File: config.mk
export PLATFORM = sky130hd
export DESIGN_NAME = mdu_div_sequencer_flat
export DESIGN_NICKNAME = d
export VERILOG_FILES = /design/src/rtl/mdu_div_sequencer_if.sv /design/src/rtl/mdu_div_sequencer.sv /design/src/flat_wrapper.sv
export SDC_FILE = /design/constraint.sdc
export NUM_CORES = 1
export LEC_CHECK = 0
export ABC_CLOCK_PERIOD_IN_PS = 11150
export CAP_MARGIN = 20
export CORE_MARGIN = 10
export CORE_UTILIZATION = 35
export CTS_CLUSTER_DIAMETER = 50
export DETAILED_ROUTE_END_ITERATION = 8
export PLACE_DENSITY = 0.68
export SLEW_MARGIN = 15
export SYNTH_ARGS = -nofsm -noshare
export SYNTH_HDL_FRONTEND = slang
export SYNTH_SLANG_ARGS = --single-unit
File: constraint.sdc
create_clock -name clk -period 11.15 [get_ports clk]
set_input_delay 2.7875 -clock clk [delete_from_list [all_inputs] [get_ports clk]]
set_output_delay 2.7875 -clock clk [all_outputs]
set_load 0.05 [all_outputs]
File: src/rtl/mdu_div_sequencer_if.sv
// rtl/mdu_div_sequencer_if.sv - request/response and divider-core signal bundle for mdu_div_sequencer
interface mdu_div_sequencer_if;
    logic        req_valid_i;
    logic        req_ready_o;
    logic [2:0]  funct3_i;
    logic [31:0] rs1_i;
    logic [31:0] rs2_i;
    logic        flush_i;
    logic        resp_valid_o;
    logic [31:0] resp_data_o;
    logic        resp_ready_i;
    logic        div_start_o;
    logic [31:0] div_numerator_o;
    logic [31:0] div_denominator_o;
    logic [31:0] div_quotient_i;
    logic [31:0] div_remainder_i;
    logic        div_done_i;

    modport slave (
        input  req_valid_i,
        input  funct3_i,
        input  rs1_i,
        input  rs2_i,
        input  flush_i,
        input  resp_ready_i,
        input  div_quotient_i,
        input  div_remainder_i,
        input  div_done_i,
        output req_ready_o,
        output resp_valid_o,
        output resp_data_o,
        output div_start_o,
        output div_numerator_o,
        output div_denominator_o
    );

    modport master (
        output req_valid_i,
        output funct3_i,
        output rs1_i,
        output rs2_i,
        output flush_i,
        output resp_ready_i,
        output div_quotient_i,
        output div_remainder_i,
        output div_done_i,
        input  req_ready_o,
        input  resp_valid_o,
        input  resp_data_o,
        input  div_start_o,
        input  div_numerator_o,
        input  div_denominator_o
    );
endinterface

File: src/rtl/mdu_div_sequencer.sv
// rtl/mdu_div_sequencer.sv - sequences RISC-V DIV/DIVU/REM/REMU onto an unsigned divider core
module mdu_div_sequencer (
    input  logic                 clk,
    input  logic                 rst,
    mdu_div_sequencer_if.slave   bus
);

    typedef enum logic [2:0] {
        IDLE  = 3'd0,
        ISSUE = 3'd1,
        WAIT  = 3'd2,
        RESP  = 3'd3,
        DRAIN = 3'd4
    } state_t;

    state_t state_q;
    state_t state_d;

    logic        req_ready;
    logic        accept;
    logic        div_start;

    logic        req_signed;
    logic        req_rem;
    logic        rs1_neg;
    logic        rs2_neg;
    logic [31:0] rs1_mag;
    logic [31:0] rs2_mag;
    logic        div_zero;
    logic        sgn_ovf;
    logic        cache_hit;
    logic        bypass;
    logic [31:0] byp_quot;
    logic [31:0] byp_rem;

    logic        op_rem_q;
    logic        op_signed_q;
    logic        q_neg_q;
    logic        r_neg_q;
    logic [31:0] rs1_q;
    logic [31:0] rs2_q;
    logic [31:0] num_q;
    logic [31:0] den_q;
    logic [31:0] resp_data_q;

    logic        cache_valid_q;
    logic        cache_signed_q;
    logic [31:0] cache_rs1_q;
    logic [31:0] cache_rs2_q;
    logic [31:0] cache_quot_q;
    logic [31:0] cache_rem_q;

    logic [31:0] fix_quot;
    logic [31:0] fix_rem;
    logic        capture;

    // funct3[2] is always 1 for the divide group, so only bits [1:0] select the op
    logic unused_funct3;
    assign unused_funct3 = bus.funct3_i[2];

    assign req_signed = ~bus.funct3_i[0];
    assign req_rem    = bus.funct3_i[1];
    assign rs1_neg    = req_signed & bus.rs1_i[31];
    assign rs2_neg    = req_signed & bus.rs2_i[31];
    assign rs1_mag    = rs1_neg ? (~bus.rs1_i + 32'd1) : bus.rs1_i;
    assign rs2_mag    = rs2_neg ? (~bus.rs2_i + 32'd1) : bus.rs2_i;

    assign div_zero  = (bus.rs2_i == 32'd0);
    assign sgn_ovf   = req_signed && (bus.rs1_i == 32'h8000_0000) && (bus.rs2_i == 32'hFFFF_FFFF);
    assign cache_hit = cache_valid_q && (bus.rs1_i == cache_rs1_q) &&
                       (bus.rs2_i == cache_rs2_q) && (req_signed == cache_signed_q);
    assign bypass    = div_zero | sgn_ovf | cache_hit;

    always_comb begin
        byp_quot = cache_quot_q;
        byp_rem  = cache_rem_q;
        if (div_zero) begin
            byp_quot = 32'hFFFF_FFFF;
            byp_rem  = bus.rs1_i;
        end else if (sgn_ovf) begin
            byp_quot = 32'h8000_0000;
            byp_rem  = 32'd0;
        end
    end

    // Core delivers magnitudes; restore RISC-V sign conventions on capture
    assign fix_quot = q_neg_q ? (~bus.div_quotient_i + 32'd1)  : bus.div_quotient_i;
    assign fix_rem  = r_neg_q ? (~bus.div_remainder_i + 32'd1) : bus.div_remainder_i;

    // Holding off accept until done keeps a core still busy from before reset untouched
    assign req_ready = (state_q == IDLE) && bus.div_done_i && !bus.flush_i;
    assign accept    = bus.req_valid_i && req_ready;
    assign capture   = (state_q == WAIT) && !bus.flush_i && bus.div_done_i;

    always_ff @(posedge clk or posedge rst) begin
        if (rst) begin
            state_q <= IDLE;
        end else begin
            state_q <= state_d;
        end
    end

    always_comb begin
        state_d   = state_q;
        div_start = 1'b0;
        case (state_q)
            IDLE: begin
                if (accept) begin
                    state_d = bypass ? RESP : ISSUE;
                end
            end
            ISSUE: begin
                if (bus.flush_i) begin
                    state_d = IDLE;
                end else begin
                    div_start = 1'b1;
                    state_d   = WAIT;
                end
            end
            WAIT: begin
                if (bus.flush_i) begin
                    state_d = DRAIN;
                end else if (bus.div_done_i) begin
                    state_d = RESP;
                end
            end
            RESP: begin
                if (bus.flush_i || bus.resp_ready_i) begin
                    state_d = IDLE;
                end
            end
            DRAIN: begin
                if (bus.div_done_i) begin
                    state_d = IDLE;
                end
            end
            default: state_d = IDLE;
        endcase
    end

    always_ff @(posedge clk or posedge rst) begin
        if (rst) begin
            op_rem_q       <= 1'b0;
            op_signed_q    <= 1'b0;
            q_neg_q        <= 1'b0;
            r_neg_q        <= 1'b0;
            rs1_q          <= 32'd0;
            rs2_q          <= 32'd0;
            num_q          <= 32'd0;
            den_q          <= 32'd0;
            resp_data_q    <= 32'd0;
            cache_valid_q  <= 1'b0;
            cache_signed_q <= 1'b0;
            cache_rs1_q    <= 32'd0;
            cache_rs2_q    <= 32'd0;
            cache_quot_q   <= 32'd0;
            cache_rem_q    <= 32'd0;
        end else begin
            if (accept) begin
                op_rem_q    <= req_rem;
                op_signed_q <= req_signed;
                q_neg_q     <= rs1_neg ^ rs2_neg;
                r_neg_q     <= rs1_neg;
                rs1_q       <= bus.rs1_i;
                rs2_q       <= bus.rs2_i;
                if (bypass) begin
                    resp_data_q <= req_rem ? byp_rem : byp_quot;
                end else begin
                    num_q <= rs1_mag;
                    den_q <= rs2_mag;
                end
            end
            if (capture) begin
                resp_data_q    <= op_rem_q ? fix_rem : fix_quot;
                cache_valid_q  <= 1'b1;
                cache_signed_q <= op_signed_q;
                cache_rs1_q    <= rs1_q;
                cache_rs2_q    <= rs2_q;
                cache_quot_q   <= fix_quot;
                cache_rem_q    <= fix_rem;
            end
            if (bus.flush_i) begin
                cache_valid_q <= 1'b0;
            end
        end
    end

    assign bus.req_ready_o       = req_ready;
    // A flush coinciding with resp_ready must not look like a completed handshake
    assign bus.resp_valid_o      = (state_q == RESP) && !bus.flush_i;
    assign bus.resp_data_o       = resp_data_q;
    assign bus.div_start_o       = div_start;
    assign bus.div_numerator_o   = num_q;
    assign bus.div_denominator_o = den_q;

endmodule

File: src/flat_wrapper.sv
// flat-port wrapper written by rule: the top's interface ports become plain ports
module mdu_div_sequencer_flat 
  (clk, rst, bus_req_valid_i, bus_funct3_i, bus_rs1_i, bus_rs2_i, bus_flush_i, bus_resp_ready_i, bus_div_quotient_i, bus_div_remainder_i, bus_div_done_i, bus_req_ready_o, bus_resp_valid_o, bus_resp_data_o, bus_div_start_o, bus_div_numerator_o, bus_div_denominator_o);
  mdu_div_sequencer_if bus_i ();
  input  logic clk;
  input  logic rst;
  input wire logic [$bits(bus_i.req_valid_i)-1:0] bus_req_valid_i;
  input wire logic [$bits(bus_i.funct3_i)-1:0] bus_funct3_i;
  input wire logic [$bits(bus_i.rs1_i)-1:0] bus_rs1_i;
  input wire logic [$bits(bus_i.rs2_i)-1:0] bus_rs2_i;
  input wire logic [$bits(bus_i.flush_i)-1:0] bus_flush_i;
  input wire logic [$bits(bus_i.resp_ready_i)-1:0] bus_resp_ready_i;
  input wire logic [$bits(bus_i.div_quotient_i)-1:0] bus_div_quotient_i;
  input wire logic [$bits(bus_i.div_remainder_i)-1:0] bus_div_remainder_i;
  input wire logic [$bits(bus_i.div_done_i)-1:0] bus_div_done_i;
  output wire logic [$bits(bus_i.req_ready_o)-1:0] bus_req_ready_o;
  output wire logic [$bits(bus_i.resp_valid_o)-1:0] bus_resp_valid_o;
  output wire logic [$bits(bus_i.resp_data_o)-1:0] bus_resp_data_o;
  output wire logic [$bits(bus_i.div_start_o)-1:0] bus_div_start_o;
  output wire logic [$bits(bus_i.div_numerator_o)-1:0] bus_div_numerator_o;
  output wire logic [$bits(bus_i.div_denominator_o)-1:0] bus_div_denominator_o;
  assign bus_i.req_valid_i = bus_req_valid_i;
  assign bus_i.funct3_i = bus_funct3_i;
  assign bus_i.rs1_i = bus_rs1_i;
  assign bus_i.rs2_i = bus_rs2_i;
  assign bus_i.flush_i = bus_flush_i;
  assign bus_i.resp_ready_i = bus_resp_ready_i;
  assign bus_i.div_quotient_i = bus_div_quotient_i;
  assign bus_i.div_remainder_i = bus_div_remainder_i;
  assign bus_i.div_done_i = bus_div_done_i;
  assign bus_req_ready_o = bus_i.req_ready_o;
  assign bus_resp_valid_o = bus_i.resp_valid_o;
  assign bus_resp_data_o = bus_i.resp_data_o;
  assign bus_div_start_o = bus_i.div_start_o;
  assign bus_div_numerator_o = bus_i.div_numerator_o;
  assign bus_div_denominator_o = bus_i.div_denominator_o;
  mdu_div_sequencer u_core (.clk(clk), .rst(rst), .bus(bus_i));
endmodule
# Word-level counts from Yosys, hierarchy flattened
# Cells that the tools add are included.
# word_totals
reg_bits	297
inputBits	137
word_cells	90
# op_classes
addsub	4
eq_ne	13
n_mux	25
bitwise_logic	11
reduce_logical	21
# ops
operator	n
32-bit 2-to-1 mux	13
32-bit by 1-bit adder with 32-bit output, second input constant	4
32-bit NOT	4
32-bit equality test	2
32-bit equality test, second input constant	2
32-bit logical NOT	1
3-bit 2-to-1 mux	5
3-bit one-hot mux with 5 select lines	1
1-bit logical AND	11
3-bit by 2-bit equality test with 1-bit output, second input constant	2
2-bit nonzero test	3
1-bit 2-to-1 mux	4
2-bit 2-to-1 mux	2
2-bit by 1-bit inequality test with 1-bit output, second input constant	2
2-bit AND reduction	2
4-bit AND reduction	1
3-bit by 1-bit equality test with 1-bit output, second input constant	1
3-bit equality test, second input constant	1
3-bit logical NOT	1
3-bit inequality test, second input constant	1
1-bit bitwise AND	2
2-bit inequality test, second input constant	1
1-bit NOT	2
1-bit bitwise OR	2
other kinds (4)	4

# Logic depth before layout (Yosys ltp)
# logic_depth
depth_word	9
mapped_depth	11

# Least setup slack after synthesis
# Ideal clock, no wire load.
# synth_path
kind	in2out
start	in bus_div_done_i
end	out bus_req_ready_o
t_arrival_ps	4607
setup_slack_ps	3756
cell_stages	2
n_path_buf	0
path_cell_list	nand2b_1 > nor4_1
# synth_via
elab_chain_cells	2
# synth_rtl
element	line	text
from (decl)	flat_wrapper.sv:15	input wire logic [$bits(bus_i.div_done_i)-1:0] bus_div_done_i;
1-bit logical AND (2 in series)	mdu_div_sequencer.sv:91	assign req_ready = (state_q == IDLE) && bus.div_done_i && !bus.flush_i;
to (decl)	flat_wrapper.sv:16	output wire logic [$bits(bus_i.req_ready_o)-1:0] bus_req_ready_o;
# Every way passes these cells.

# Final worst setup path
# layout_path
start	in bus_flush_i
end	out bus_req_ready_o
# layout_via
elab_chain_cells	2
# layout_rtl
element	line	text
from (decl)	flat_wrapper.sv:11	input wire logic [$bits(bus_i.flush_i)-1:0] bus_flush_i;
1-bit logical NOT	mdu_div_sequencer.sv:91	
1-bit logical AND	mdu_div_sequencer.sv:91	
# Every way passes these cells.

==> flow_summary_export.csv <==
group,metric,value,unit
run_status,status,"finished clean",
worst_setup_path,crit_arrival,5080,ps
drt,vias_per_cell,5.36,
sta,setup_tns,0,ps
clock_network,ctsRootBufferMaster,"clkbuf_16",
floorplan,die-area,0.0549,sq mm
sta,finClkSkew,30.3,ps
worst_setup_path,rr_endpoint,"u_core.bus.div_numerator_o[31]",
worst_setup_path,r2r_cells,8,
power_and_ir_drop,power_frac_clock,0.281,
clock_network,clkLatencyLatePin,560,ps
worst_setup_path,end_kind,"output port",
global_route,grt_pass1_wl,81300,um
job,drv_cap,0,
clock_network,h-tree-depth,2,
placement,dpl.hpwl,38200,um
power_and_ir_drop,power_density,242,mW/mm^2
floorplan,die_h,234,um
sta,finalMaxSlewViolations,0,
worst_setup_path,r2r-start,"u_core.cache_rs1_q[18]",
sta,fin_crit,7860,ps
worst_setup_path,startpoint,"bus_flush_i",
yosys,syn-num-nets,1802,
power_and_ir_drop,intPower,3020,uW
drt,first_pass_iters,5,
clock_network,cts_sinks,297,
power_and_ir_drop,worst_ir_drop_vdd,0.170,mV
clock_network,clk_pin_slew,60,ps
sta,hold_slack,448,ps
final_layout,nets,1973,
worst_setup_path,worstSetupPathType,"input port to output port",
floorplan,start_util,0.354,
sta,fmax,127,MHz
yosys,ys_ff_latch,297,
floorplan,coreArea,0.0454,sq mm
drt,drtIter0Drc,1107,
global_route,grt_pass1_vias,13223,
drt,via_count,13188,
clock_network,cts_tree,"built",
drt,drc_errors,0,
clock_network,post_cts_buffers,0,
sta,fin_crit_sh,0.705,
floorplan,ios,236,
power_and_ir_drop,p_sw_frac,0.382,
worst_setup_path,worstPathRequired,8360,ps
yosys,synth_seq_area_share,0.462,
drt,wirelength,53100,um
floorplan,rows,78,
worst_setup_path,r2r_slack,7640,ps
placement,gp_congestion,0.843,
sta,slew_headroom,0.241,
yosys,synth_cell_types,62,
power_and_ir_drop,seq_power_share,0.359,
global_route,grt_antenna_before_repair,3,
yosys,synthCells,1660,
yosys,synth_edf_count,0,
drt,wl_per_cell,21.6,um
drt,ant_nets,0,
yosys,async_reset_ff_frac,1.00,
clock_network,cts_resized,0,
floorplan,die_x,234,um
yosys,synthFlopType,"dfrtp_1",
global_route,grt_remaining_overflow,0,
worst_setup_path,cp-start-kind,"input port",
placement,port_buffers,234,
yosys,synthesis.area,0.0161,sq mm
final_layout,synthToLayoutAreaGrowth,25.8,%
worst_setup_path,endpoint,"bus_req_ready_o",
power_and_ir_drop,p_sw,1870,uW
power_and_ir_drop,p_leak,0.00850,uW
clock_network,cts_made_buffers,41,
global_route,grt_start_max_net_pins,181,
yosys,yosysWarnings,0,
final_layout,drive_gt1_frac,0.103,
hold_path,worstHoldPathType,"flip-flop to flip-flop",
sta,rsz0062_at_grt,"no",
clock_network,cts_hold_buf,0,
sta,hold_violations,0,
power_and_ir_drop,p_comb_frac,0.359,
worst_setup_path,path_max_fanout,6,
sta,worst_pin_slew,1140,ps
yosys,syn_avg_cell_area,9.69,sq um
clock_network,clk_path_buf_depth,3,
global_route,grt_usage,0.191,
sta,final-setup-viol-count,0,
[power groups by stage]
stage	Clock [uW]	Sequential [uW]	Combinational, uW
floorplan	0	2190	708
global placement	0	1740	1740
detailed placement	0	1770	1770
CTS	1400	1750	1780
global route	1440	1810	1900
finish	1380	1760	1760
[flip-flops by register name (all words and copies together) (netlist names)]
signal / count
u_core.cache_rem_q: 32
u_core.cache_quot_q: 32
u_core.state_q: 3
u_core.rs1_q: 32
u_core.bus.div_denominator_o: 32
u_core.cache_valid_q: 1
u_core.op_signed_q: 1
u_core.cache_rs2_q: 32
u_core.rs2_q: 32
u_core.op_rem_q: 1
u_core.q_neg_q: 1
u_core.bus.resp_data_o: 32
u_core.bus.div_numerator_o: 32
u_core.r_neg_q: 1
u_core.cache_signed_q: 1
u_core.cache_rs1_q: 32
[worst max-delay path, stage by stage]
cell	delay, ps
clkdlybuf4s50_1	520
nor4_1	790
clkdlybuf4s50_1	970
[through the flow]
step	worst slack, ps	power, uW	cell area (sq um)	std cells	util
2_1_floorplan	158	2900	16100	1660	-
3_3_place_gp	3300	3490	18800	2387	0.414
3_5_place_dp	3270	3540	18800	2387	0.414
4_1_cts	3260	4930	20200	2459	0.446
5_1_grt	3160	5150	20200	2461	0.446
6_report	3290	4890	20200	2461	0.446
[cells by family (layout without fill, tap and decap cells)]
kind of cell,count (synthesis),count (layout),share of synthesized area
mux,160,160,0.114
xor+xnor,166,166,0.0904
simple gates,536,536,0.155
flops,297,297,0.462
compound gates,331,331,0.131
fa+ha+maj,5,5,0.00389
other cells,0,1,0
buf+inv,165,365,0.0437
[layout by cell type, fill, tap and decap left out, types with 7 or more instances in the layout]
cell / n
xor2_1: 96
nor4_1: 27
mux2_2: 77
nor3_1: 14
clkdlybuf4s50_1: 234
a21oi_1: 35
o211ai_1: 27
o22a_1: 10
and3_1: 23
mux2i_1: 8
or4_1: 14
clkbuf_16: 42
a31oi_1: 28
buf_4: 19
o31ai_1: 31
o22ai_1: 19
nor2b_1: 8
nand2_1: 331
o21ai_0: 122
mux2_4: 9
nand3_1: 13
o41ai_1: 22
dfrtp_1: 297
xnor2_1: 70
mux2_1: 66
a21boi_0: 8
or3_1: 7
nor2_1: 45
nand4_1: 20
inv_1: 38
[cells in the mapped netlist (all sizes together) (4+ instances only)]
cell type  instances  area (sq um)
nor4b              4          35.0
or2                5          31.3
buf               28           189
o41ai             22           193
nor2b              8          50.1
mux2             152          1750
ha                 5          62.6
clkbuf            98           368
nand3             14          82.6
nand4             20           125
or4               16           128
or3                7          43.8
nor4              30           224
xor2              96           841
o211ai            27           203
a31oi             28           175
o22a              10          87.6
xnor2             70           613
nor3              14          70.1
a21oi             35           175
o22ai             19           119
nor2              45           169
o21ai            126           642
dfrtp            297          7430
and3              23           144
nand2b             5          31.3
a211oi             4          30.0
inv               39           146
o2bb2ai            5          43.8
a21boi             8          60.1
nand2            332          1250
o31ai             31           233
mux2i              8          80.1
[metal layers]
| layer | GRT usage | routed length [um] | up-vias |
|---|---|---|---|
| li1 | - | - | 6150 |
| met1 | 0.252 | 22900 | 6519 |
| met2 | 0.309 | 25200 | 437 |
| met3 | 0.0441 | 3660 | 78 |
| met4 | 0.0533 | 1230 | 4 |
| met5 | 0 | 26 | - |
[area by class of cell]
| class | instances | area [sq um] |
|---|---|---|
| antenna | 1 | 2.50 |
| clock buffer | 47 | 1090 |
| clock inverter | 25 | 329 |
| fill | 4326 | 25200 |
| inverter | 39 | 154 |
| multi-input combinational | 1198 | 7970 |
| sequential | 297 | 7430 |
| tap | 600 | 751 |
| timing repair buffer | 254 | 2500 |
[worst min-delay path by stage]
stage	depth (start not counted)	to	slack [ps]	from
floorplan	2	u_core.cache_rs1_q[10]	430	u_core.rs1_q[10]
global placement	2	u_core.cache_rs2_q[3]	440	u_core.rs2_q[3]
detailed placement	2	u_core.cache_rs2_q[3]	450	u_core.rs2_q[3]
CTS	2	u_core.cache_rs1_q[17]	460	u_core.rs1_q[17]
global route	2	u_core.cache_rs1_q[28]	480	u_core.rs1_q[28]
finish	2	u_core.cache_rs1_q[17]	450	u_core.rs1_q[17]
No activity file was read; power rests on OpenSTA's default activity.
